File: src/rtl/mem_arbiter_if.sv
// Bundle of requester, RAM and status signals around mem_arbiter.
// slave = arbiter side; master = requesters plus RAM.
interface mem_arbiter_if #(
    parameter int ADDR_W = 64,
    parameter int DATA_W = 64
);
    logic              i_req;
    logic [ADDR_W-1:0] i_addr;
    logic              m_req;
    logic              m_we;
    logic [1:0]        m_wwidth;
    logic [ADDR_W-1:0] m_addr;
    logic [DATA_W-1:0] m_wdata;
    logic              d_req;
    logic              d_we;
    logic [ADDR_W-1:0] d_addr;
    logic [DATA_W-1:0] d_wdata;
    logic              halt;
    logic              i_ack;
    logic              m_ack;
    logic              d_ack;
    logic [DATA_W-1:0] rdata;
    logic              ram_cs;
    logic              ram_we;
    logic [1:0]        ram_wwidth;
    logic [ADDR_W-1:0] ram_addr;
    logic [DATA_W-1:0] ram_wdata;
    logic [DATA_W-1:0] ram_rdata;
    logic              busy;

    modport slave (
        input  i_req, i_addr, m_req, m_we, m_wwidth, m_addr, m_wdata,
               d_req, d_we, d_addr, d_wdata, halt, ram_rdata,
        output i_ack, m_ack, d_ack, rdata, ram_cs, ram_we, ram_wwidth,
               ram_addr, ram_wdata, busy
    );

    modport master (
        output i_req, i_addr, m_req, m_we, m_wwidth, m_addr, m_wdata,
               d_req, d_we, d_addr, d_wdata, halt, ram_rdata,
        input  i_ack, m_ack, d_ack, rdata, ram_cs, ram_we, ram_wwidth,
               ram_addr, ram_wdata, busy
    );
endinterface

File: src/rtl/mem_arbiter.sv
// Shared single-port RAM arbiter: debug first, then data/ifetch round-robin; IDLE->ACCESS->COMPLETE.
// Define MEM_ARBITER_STATS_EN to add saturating grant and wait counters.
module mem_arbiter #(
    parameter int ADDR_W = 64,
    parameter int DATA_W = 64
) (
    input  logic         clk,
    input  logic         rst,
    mem_arbiter_if.slave bus
`ifdef MEM_ARBITER_STATS_EN
    ,
    output logic [31:0]  stat_i,
    output logic [31:0]  stat_m,
    output logic [31:0]  stat_d,
    output logic [31:0]  stat_wait
`endif
);
    typedef enum logic [1:0] {IDLE, ACCESS, COMPLETE} state_e;

    state_e            state_q;
    logic [2:0]        gnt_q;      // one-hot {d, m, i}
    logic              last_m_q;   // 1: data port won the last m/i grant
    logic              we_q;
    logic [1:0]        ww_q;
    logic [ADDR_W-1:0] addr_q;
    logic [DATA_W-1:0] wdata_q;
    logic              cs_q;
    logic              ram_we_q;
    logic [2:0]        ack_q;

    logic              i_elig;
    logic [2:0]        win_d;
    logic              cmd_we_d;
    logic [1:0]        cmd_ww_d;
    logic [ADDR_W-1:0] cmd_addr_d;
    logic [DATA_W-1:0] cmd_wdata_d;

    assign i_elig = bus.i_req & ~bus.halt;

    always_comb begin
        win_d = 3'b000;
        if (bus.d_req)                 win_d = 3'b100;
        else if (bus.m_req && i_elig)  win_d = last_m_q ? 3'b001 : 3'b010;
        else if (bus.m_req)            win_d = 3'b010;
        else if (i_elig)               win_d = 3'b001;
    end

    always_comb begin
        cmd_we_d    = 1'b0;
        cmd_ww_d    = 2'b11;
        cmd_addr_d  = bus.i_addr;
        cmd_wdata_d = '0;
        if (win_d[2]) begin
            cmd_we_d    = bus.d_we;
            cmd_addr_d  = bus.d_addr;
            cmd_wdata_d = bus.d_wdata;
        end else if (win_d[1]) begin
            cmd_we_d    = bus.m_we;
            cmd_ww_d    = bus.m_wwidth;
            cmd_addr_d  = bus.m_addr;
            cmd_wdata_d = bus.m_wdata;
        end
    end

    always_ff @(posedge clk or posedge rst) begin
        if (rst) begin
            state_q  <= IDLE;
            gnt_q    <= 3'b000;
            last_m_q <= 1'b1;
            we_q     <= 1'b0;
            ww_q     <= 2'b00;
            addr_q   <= '0;
            wdata_q  <= '0;
            cs_q     <= 1'b0;
            ram_we_q <= 1'b0;
            ack_q    <= 3'b000;
        end else begin
            case (state_q)
                IDLE: begin
                    if (|win_d) begin
                        state_q  <= ACCESS;
                        gnt_q    <= win_d;
                        we_q     <= cmd_we_d;
                        ww_q     <= cmd_ww_d;
                        addr_q   <= cmd_addr_d;
                        wdata_q  <= cmd_wdata_d;
                        cs_q     <= 1'b1;
                        ram_we_q <= cmd_we_d;
                        if (!win_d[2]) last_m_q <= win_d[1];
                    end
                end
                ACCESS: begin
                    state_q  <= COMPLETE;
                    cs_q     <= 1'b0;
                    ram_we_q <= 1'b0;
                    ack_q    <= gnt_q;
                end
                COMPLETE: begin
                    state_q <= IDLE;
                    ack_q   <= 3'b000;
                end
                default: state_q <= IDLE;
            endcase
        end
    end

    // RAM read data arrives in COMPLETE, so it is steered straight through.
    assign bus.rdata      = ((|ack_q) && !we_q) ? bus.ram_rdata : '0;
    assign bus.i_ack      = ack_q[0];
    assign bus.m_ack      = ack_q[1];
    assign bus.d_ack      = ack_q[2];
    assign bus.ram_cs     = cs_q;
    assign bus.ram_we     = ram_we_q;
    assign bus.ram_wwidth = ww_q;
    assign bus.ram_addr   = addr_q;
    assign bus.ram_wdata  = wdata_q;
    assign bus.busy       = (state_q != IDLE);

`ifdef MEM_ARBITER_STATS_EN
    logic [31:0] stat_i_q, stat_m_q, stat_d_q, stat_wait_q;
    logic        grant_ok;
    logic        waiting;

    assign grant_ok = (state_q == IDLE);
    assign waiting  = (bus.i_req & ~ack_q[0]) | (bus.m_req & ~ack_q[1]) |
                      (bus.d_req & ~ack_q[2]);

    function automatic logic [31:0] sat_inc(input logic [31:0] v, input logic en);
        return (en && (v != 32'hFFFF_FFFF)) ? v + 32'd1 : v;
    endfunction

    always_ff @(posedge clk or posedge rst) begin
        if (rst) begin
            stat_i_q    <= '0;
            stat_m_q    <= '0;
            stat_d_q    <= '0;
            stat_wait_q <= '0;
        end else begin
            stat_i_q    <= sat_inc(stat_i_q, grant_ok & win_d[0]);
            stat_m_q    <= sat_inc(stat_m_q, grant_ok & win_d[1]);
            stat_d_q    <= sat_inc(stat_d_q, grant_ok & win_d[2]);
            stat_wait_q <= sat_inc(stat_wait_q, waiting);
        end
    end

    assign stat_i    = stat_i_q;
    assign stat_m    = stat_m_q;
    assign stat_d    = stat_d_q;
    assign stat_wait = stat_wait_q;
`endif
endmodule
File: src/flat_wrapper.sv
// flat-port wrapper written by rule: the top's interface ports become plain ports
module mem_arbiter_flat 
#(
    parameter int ADDR_W = 64,
    parameter int DATA_W = 64
)
  (clk, rst, bus_i_req, bus_i_addr, bus_m_req, bus_m_we, bus_m_wwidth, bus_m_addr, bus_m_wdata, bus_d_req, bus_d_we, bus_d_addr, bus_d_wdata, bus_halt, bus_ram_rdata, bus_i_ack, bus_m_ack, bus_d_ack, bus_rdata, bus_ram_cs, bus_ram_we, bus_ram_wwidth, bus_ram_addr, bus_ram_wdata, bus_busy);
  mem_arbiter_if #(.ADDR_W(ADDR_W), .DATA_W(DATA_W)) bus_i ();
  input  logic clk;
  input  logic rst;
  input wire logic [$bits(bus_i.i_req)-1:0] bus_i_req;
  input wire logic [$bits(bus_i.i_addr)-1:0] bus_i_addr;
  input wire logic [$bits(bus_i.m_req)-1:0] bus_m_req;
  input wire logic [$bits(bus_i.m_we)-1:0] bus_m_we;
  input wire logic [$bits(bus_i.m_wwidth)-1:0] bus_m_wwidth;
  input wire logic [$bits(bus_i.m_addr)-1:0] bus_m_addr;
  input wire logic [$bits(bus_i.m_wdata)-1:0] bus_m_wdata;
  input wire logic [$bits(bus_i.d_req)-1:0] bus_d_req;
  input wire logic [$bits(bus_i.d_we)-1:0] bus_d_we;
  input wire logic [$bits(bus_i.d_addr)-1:0] bus_d_addr;
  input wire logic [$bits(bus_i.d_wdata)-1:0] bus_d_wdata;
  input wire logic [$bits(bus_i.halt)-1:0] bus_halt;
  input wire logic [$bits(bus_i.ram_rdata)-1:0] bus_ram_rdata;
  output wire logic [$bits(bus_i.i_ack)-1:0] bus_i_ack;
  output wire logic [$bits(bus_i.m_ack)-1:0] bus_m_ack;
  output wire logic [$bits(bus_i.d_ack)-1:0] bus_d_ack;
  output wire logic [$bits(bus_i.rdata)-1:0] bus_rdata;
  output wire logic [$bits(bus_i.ram_cs)-1:0] bus_ram_cs;
  output wire logic [$bits(bus_i.ram_we)-1:0] bus_ram_we;
  output wire logic [$bits(bus_i.ram_wwidth)-1:0] bus_ram_wwidth;
  output wire logic [$bits(bus_i.ram_addr)-1:0] bus_ram_addr;
  output wire logic [$bits(bus_i.ram_wdata)-1:0] bus_ram_wdata;
  output wire logic [$bits(bus_i.busy)-1:0] bus_busy;
  assign bus_i.i_req = bus_i_req;
  assign bus_i.i_addr = bus_i_addr;
  assign bus_i.m_req = bus_m_req;
  assign bus_i.m_we = bus_m_we;
  assign bus_i.m_wwidth = bus_m_wwidth;
  assign bus_i.m_addr = bus_m_addr;
  assign bus_i.m_wdata = bus_m_wdata;
  assign bus_i.d_req = bus_d_req;
  assign bus_i.d_we = bus_d_we;
  assign bus_i.d_addr = bus_d_addr;
  assign bus_i.d_wdata = bus_d_wdata;
  assign bus_i.halt = bus_halt;
  assign bus_i.ram_rdata = bus_ram_rdata;
  assign bus_i_ack = bus_i.i_ack;
  assign bus_m_ack = bus_i.m_ack;
  assign bus_d_ack = bus_i.d_ack;
  assign bus_rdata = bus_i.rdata;
  assign bus_ram_cs = bus_i.ram_cs;
  assign bus_ram_we = bus_i.ram_we;
  assign bus_ram_wwidth = bus_i.ram_wwidth;
  assign bus_ram_addr = bus_i.ram_addr;
  assign bus_ram_wdata = bus_i.ram_wdata;
  assign bus_busy = bus_i.busy;
  mem_arbiter #(.ADDR_W(ADDR_W), .DATA_W(DATA_W)) u_core (.clk(clk), .rst(rst), .bus(bus_i));
endmodule
File: config.mk
export PLATFORM = sky130hd
export DESIGN_NAME = mem_arbiter_flat
export DESIGN_NICKNAME = d
export VERILOG_FILES = /design/src/rtl/mem_arbiter_if.sv /design/src/rtl/mem_arbiter.sv /design/src/flat_wrapper.sv
export SDC_FILE = /design/constraint.sdc
export NUM_CORES = 1
export LEC_CHECK = 0
export ABC_AREA = 1
export CORE_AREA = 5 5 225 227
export CTS_BUF_LIST = sky130_fd_sc_hd__clkbuf_2 sky130_fd_sc_hd__clkbuf_4 sky130_fd_sc_hd__clkbuf_8
export CTS_CLUSTER_DIAMETER = 100
export DETAILED_ROUTE_END_ITERATION = 8
export DIE_AREA = 0 0 230 232
export PLACE_DENSITY_LB_ADDON = 0.2
export SETUP_SLACK_MARGIN = 0.05
export SYNTH_ARGS = -nofsm -noshare
export SYNTH_HDL_FRONTEND = slang
export SYNTH_SLANG_ARGS = --single-unit
File: constraint.sdc
create_clock -name clk -period 4.7 [get_ports clk]
set_input_delay 0.47 -clock clk [delete_from_list [all_inputs] [get_ports clk]]
set_output_delay 0.47 -clock clk [all_outputs]
set_load 0.05 [all_outputs]
# Word-level counts from Yosys, hierarchy flattened
# Cells that the tools add are included.
# totals
mem_count	0
ff_bits	142
ram_bits	0
latchBits	0
wordCells	49
rom_bits	0
# op_classes
bitwise	3
n_addsub	0
order_cmp	0
n_mul	0
n_eq_ne	3
n_mux	21
n_shift	0
reduce_logical	12
div	0
# op_table
op	n
2-to-1 mux 64 bit	5
2-to-1 mux 3 bit	3
2-to-1 mux 2 bit	4
case mux 3 bit (2 select lines)	1
nonzero test 2 bit	3
OR reduction 3 bit	2
2-to-1 mux 1 bit	5
case mux 1 bit (2 select lines)	2
case mux 2 bit (2 select lines)	1
AND reduction 2 bit	2
AND reduction 3 bit	1
equality test 2 x 1 -> 1 bit, second input constant	1
equality test 2 bit, second input constant	1
logical AND 1 bit	2
zero test 2 bit	1
!= test 2 x 1 -> 1 bit, second input constant	1
NOT 1 bit	2
AND 1 bit	1
zero test 1 bit	1

# Logic depth before layout (Yosys ltp)
# logic_depth
depth_word	10
mapped_depth	9
depth_no_buf	7

# Worst setup path before layout
# Ideal clock, no wire load.
# synth_timing
kind	register -> output
start	reg u_core.ack_q[2]
end	out bus_rdata[35]
slack_ps	2227
stages_incl_launch_ff	6
arrival_ps	2003
path_cell_list	dfrtp_1 -> inv_1 -> a31o_2 -> clkbuf_1 -> buf_1 -> nor2_1
# synth_between
elab_chain_len	3
# synth_lines
element	line	rtl
start, declared	mem_arbiter.sv:29	logic [2:0] ack_q;
start signal, assigned	mem_arbiter.sv:96	ack_q <= gnt_q;
OR reduction 3 bit	mem_arbiter.sv:108	assign bus.rdata = ((|ack_q) && !we_q) ? bus.ram_rdata : '0;
logical AND 1 bit	mem_arbiter.sv:108	
2-to-1 mux 64 bit	mem_arbiter.sv:108	
end, declared	flat_wrapper.sv:27	output wire logic [$bits(bus_i.rdata)-1:0] bus_rdata;
# Every way passes these cells.

# Worst setup path after layout
# layout_timing
start	reg u_core.ack_q[2]
end	out bus_rdata[45]
# Same word-level chain as after synthesis.

==> flow_summary_export.csv <==
group,metric,value,unit
global_route,antenna_found_initial,4,
critical_path,crit_buf_inv,3,
timing,slew_headroom,40.4,%
routing,routed_wl,40900,um
power,powerDensity,658,nW/um^2
critical_path,r2r-start,"u_core.state_q[0]$_DFFE_PP0P_",
critical_path,crit_family,"buffers and inverters",
finish,regArea,3550,um^2
critical_path,slowest_stage,"a31o_2",
power,p_int,4.50,mW
place,dp_hpwl,31000,um
timing,timing.hold.ws,0.455,ns
routing,drc_errors,0,
routing,postRouteAntennaNets,0,
clock_network,cts-resized-gates,0,
clock_network,cts_max_level,4,
critical_path,path_cells,"inv_1, a31o_2, buf_4, nor2_1, clkdlybuf4s50_1",
finish,drive_gt1_share,3.44,%
power,power_frac_comb,67.4,%
place,place_congestion,0.808,
place,dp.cells,2276,
critical_path,critPathLaunch,"u_core.ack_q[2]$_DFFE_PP0P_",
critical_path,endpoint,"bus_rdata[45]",
finish,syn_to_final_growth,87.3,%
floorplan,row_count,81,
synth,netlist_area,8000,um^2
timing,tightest_slew,0.894,ns
outcome,outcome,"completed",
finish,layout_common_cells,"clkdlybuf4s50_1, nand2_1, inv_1, dfrtp_1, nand3_1",
clock_network,cts_hold_buffers,0,
finish,nFillCells,5268,
worst_hold_path,hp-class,"input pin to async pin",
floorplan,initial_core_util,16.5,%
critical_path,regToRegSetupSlack,2.38,ns
routing,drt_pass1_iterations,5,
critical_path,crit_type,"flop to output port",
synth,syn_inst,1116,
timing,fmax,304,MHz
power,power_switching,5.36,mW
power,clockPowerShare,10.9,%
routing,vias,9292,
critical_path,worstRegToRegCells,7,
clock_network,clk_transition_reported_paths,0.09,ns
routing,wire_per_inst,17.7,um
clock_network,clock_latency,0.49,ns
floorplan,chipWidth,230,um
floorplan,die_y,232,um
clock_network,cts_tree,"built",
critical_path,critPathCaptureType,"output port",
place,portBuffers,593,
clock_network,clockBufferDepth,2,
synth,synth_warnings,0,
flow_run,max_cap_viol_count,0,
global_route,grt_usage,14.9,%
synth,ys_ff_latch,142,
clock_network,cts.sinks,142,
timing,skew,0.00916,ns
floorplan,dieArea,53400,um^2
place,dpl_cell_area,14600,um^2
timing,drv_slew,0,
power,switching_share,54.4,%
routing,drtIter0Drc,402,
timing,rsz0062_at_grt,"false",
timing,fin_crit,3.29,ns
finish,fin_area,15000,um^2
critical_path,r2r-end,"u_core.bus.ram_addr[14]$_DFFE_PP0P_",
synth,synth_cell_types,21,
critical_path,crit_path_start_kind,"flop",
clock_network,cts_setup_buffers,0,
floorplan,coreArea,48400,um^2
finish,multi_input_area,3600,um^2
finish,mostFrequentLayoutCell,"clkdlybuf4s50_1",
timing,setup-tns-final,0,ns
timing,setup_violations,0,
critical_path,cp.arrival,2.82,ns
finish,fin_util,30.9,%
clock_network,cts_buffers,17,
critical_path,slowest_delay,0.71,ns
power,power_frac_seq,21.7,%
routing,viasPerCell,4.03,
global_route,grt_max_degree,73,
synth,synth.avg_cell_area,7.17,um^2
global_route,grt_first_pass_wirelength,60900,um
global_route,grt_pass1_vias,9964,
critical_path,cp_num_cells,5,
critical_path,path_max_fanout,43,
critical_path,worstPathRequired,4.23,ns
synth,synth_seq_area_share,44.4,%
clock_network,cts_root_buf,"clkbuf_8",
finish,nNetsFinal,2071,
finish,final_cells,2308,
power,peakVddDrop,384,uV
synth,synth_nets,1514,
power,p_leak,6.80,nW
floorplan,io-pin-count,594,
timing,hold_viol,0,
timing,fin_crit_sh,70.1,%
global_route,grt-ovfl-total,0,
-- synthesized netlist by cell type --
master / number / area, um^2
nand2_1: 411 / 1540
inv_1: 143 / 537
dfrtp_1: 141 / 3530
nand3_1: 136 / 681
nor2_1: 65 / 244
nand3b_1: 64 / 480
a21boi_1: 34 / 255
buf_2: 33 / 165
a21boi_0: 30 / 225
clkbuf_1: 26 / 97.6
o21ai_0: 9 / 45.0
buf_4: 8 / 60.1
ha_1: 4 / 50.1
buf_1: 3 / 11.3
a21oi_1: 2 / 10.0
nor2_2: 2 / 12.5
a31o_2: 1 / 8.76
buf_6: 1 / 11.3
dfstp_2: 1 / 26.3
inv_2: 1 / 3.75
o21bai_1: 1 / 7.51
-- logic make-up after synthesis --
| logic type | share of synthesized area, % |
|---|---|
| flops | 44.4 |
| simple gates | 37.0 |
| fa+ha+maj | 0.625 |
| buf+inv | 11.1 |
| compound gates | 6.89 |
-- metrics by stage --
step | setup WS [ns] | power [mW]
after global routing | 1.12 | 10.5
after floorplan | 0.422 | 6.31
after detailed placement | 1.91 | 8.89
after CTS | 1.29 | 10.0
final | 1.41 | 9.86
after global placement | 1.93 | 8.87
-- cell type report --
type / count / share of cell area, %
clock buffers: 22 / 2.02
diodes: 2 / 0.0334
multi-input cells: 759 / 24.0
flip-flops and latches: 142 / 23.7
well taps: 622 / 5.19
repair buffers: 609 / 40.7
inverters: 144 / 3.66
clock inverters: 8 / 0.701
-- flip-flops by register name (all words and copies together) (netlist names) --
register               flops
u_core.we_q                1
u_core.state_q             2
u_core.bus.ram_wdata      64
u_core.last_m_q            1
u_core.bus.ram_cs          1
u_core.bus.ram_addr       64
u_core.bus.ram_wwidth      2
u_core.gnt_q               3
u_core.bus.ram_we          1
u_core.ack_q               3
-- routing by layer --
| layer | GRT usage (%) | routed length (um) | up-vias |
|---|---|---|---|
| met5 | 0 | 9 | - |
| met4 | 6.11 | 1290 | 2 |
| met3 | 5.25 | 3560 | 50 |
| met2 | 25.7 | 20100 | 377 |
| met1 | 16.9 | 16000 | 4310 |
| li1 | - | - | 4553 |
-- power by group through the flow --
stage / clock (mW) / combinational [mW] / sequential [mW]
5_1_grt: 1.19 / 7.04 / 2.22
3_5_place_dp: 0 / 6.73 / 2.16
6_report: 1.07 / 6.64 / 2.14
4_1_cts: 1.15 / 6.75 / 2.15
3_3_place_gp: 0 / 6.73 / 2.14
2_1_floorplan: 0 / 2.26 / 4.06
-- worst min-delay path by stage --
stage / from / endpoint / slack, ns / cells past startpoint
detailed placement: u_core.bus.ram_wwidth[0]$_DFFE_PP0P_ / u_core.bus.ram_wwidth[0]$_DFFE_PP0P_ / 0.47 / 2
global placement: u_core.bus.ram_wwidth[1]$_DFFE_PP0P_ / u_core.bus.ram_wwidth[1]$_DFFE_PP0P_ / 0.46 / 2
finish: rst / u_core.bus.ram_addr[16]$_DFFE_PP0P_ / 0.46 / 2
floorplan: u_core.gnt_q[2]$_DFFE_PP0P_ / u_core.gnt_q[2]$_DFFE_PP0P_ / 0.44 / 2
global route: bus_m_wdata[39] / u_core.bus.ram_wdata[39]$_DFFE_PP0P_ / 0.47 / 3
CTS: bus_m_wdata[37] / u_core.bus.ram_wdata[37]$_DFFE_PP0P_ / 0.44 / 3
Power figures use the tool's default switching activity.
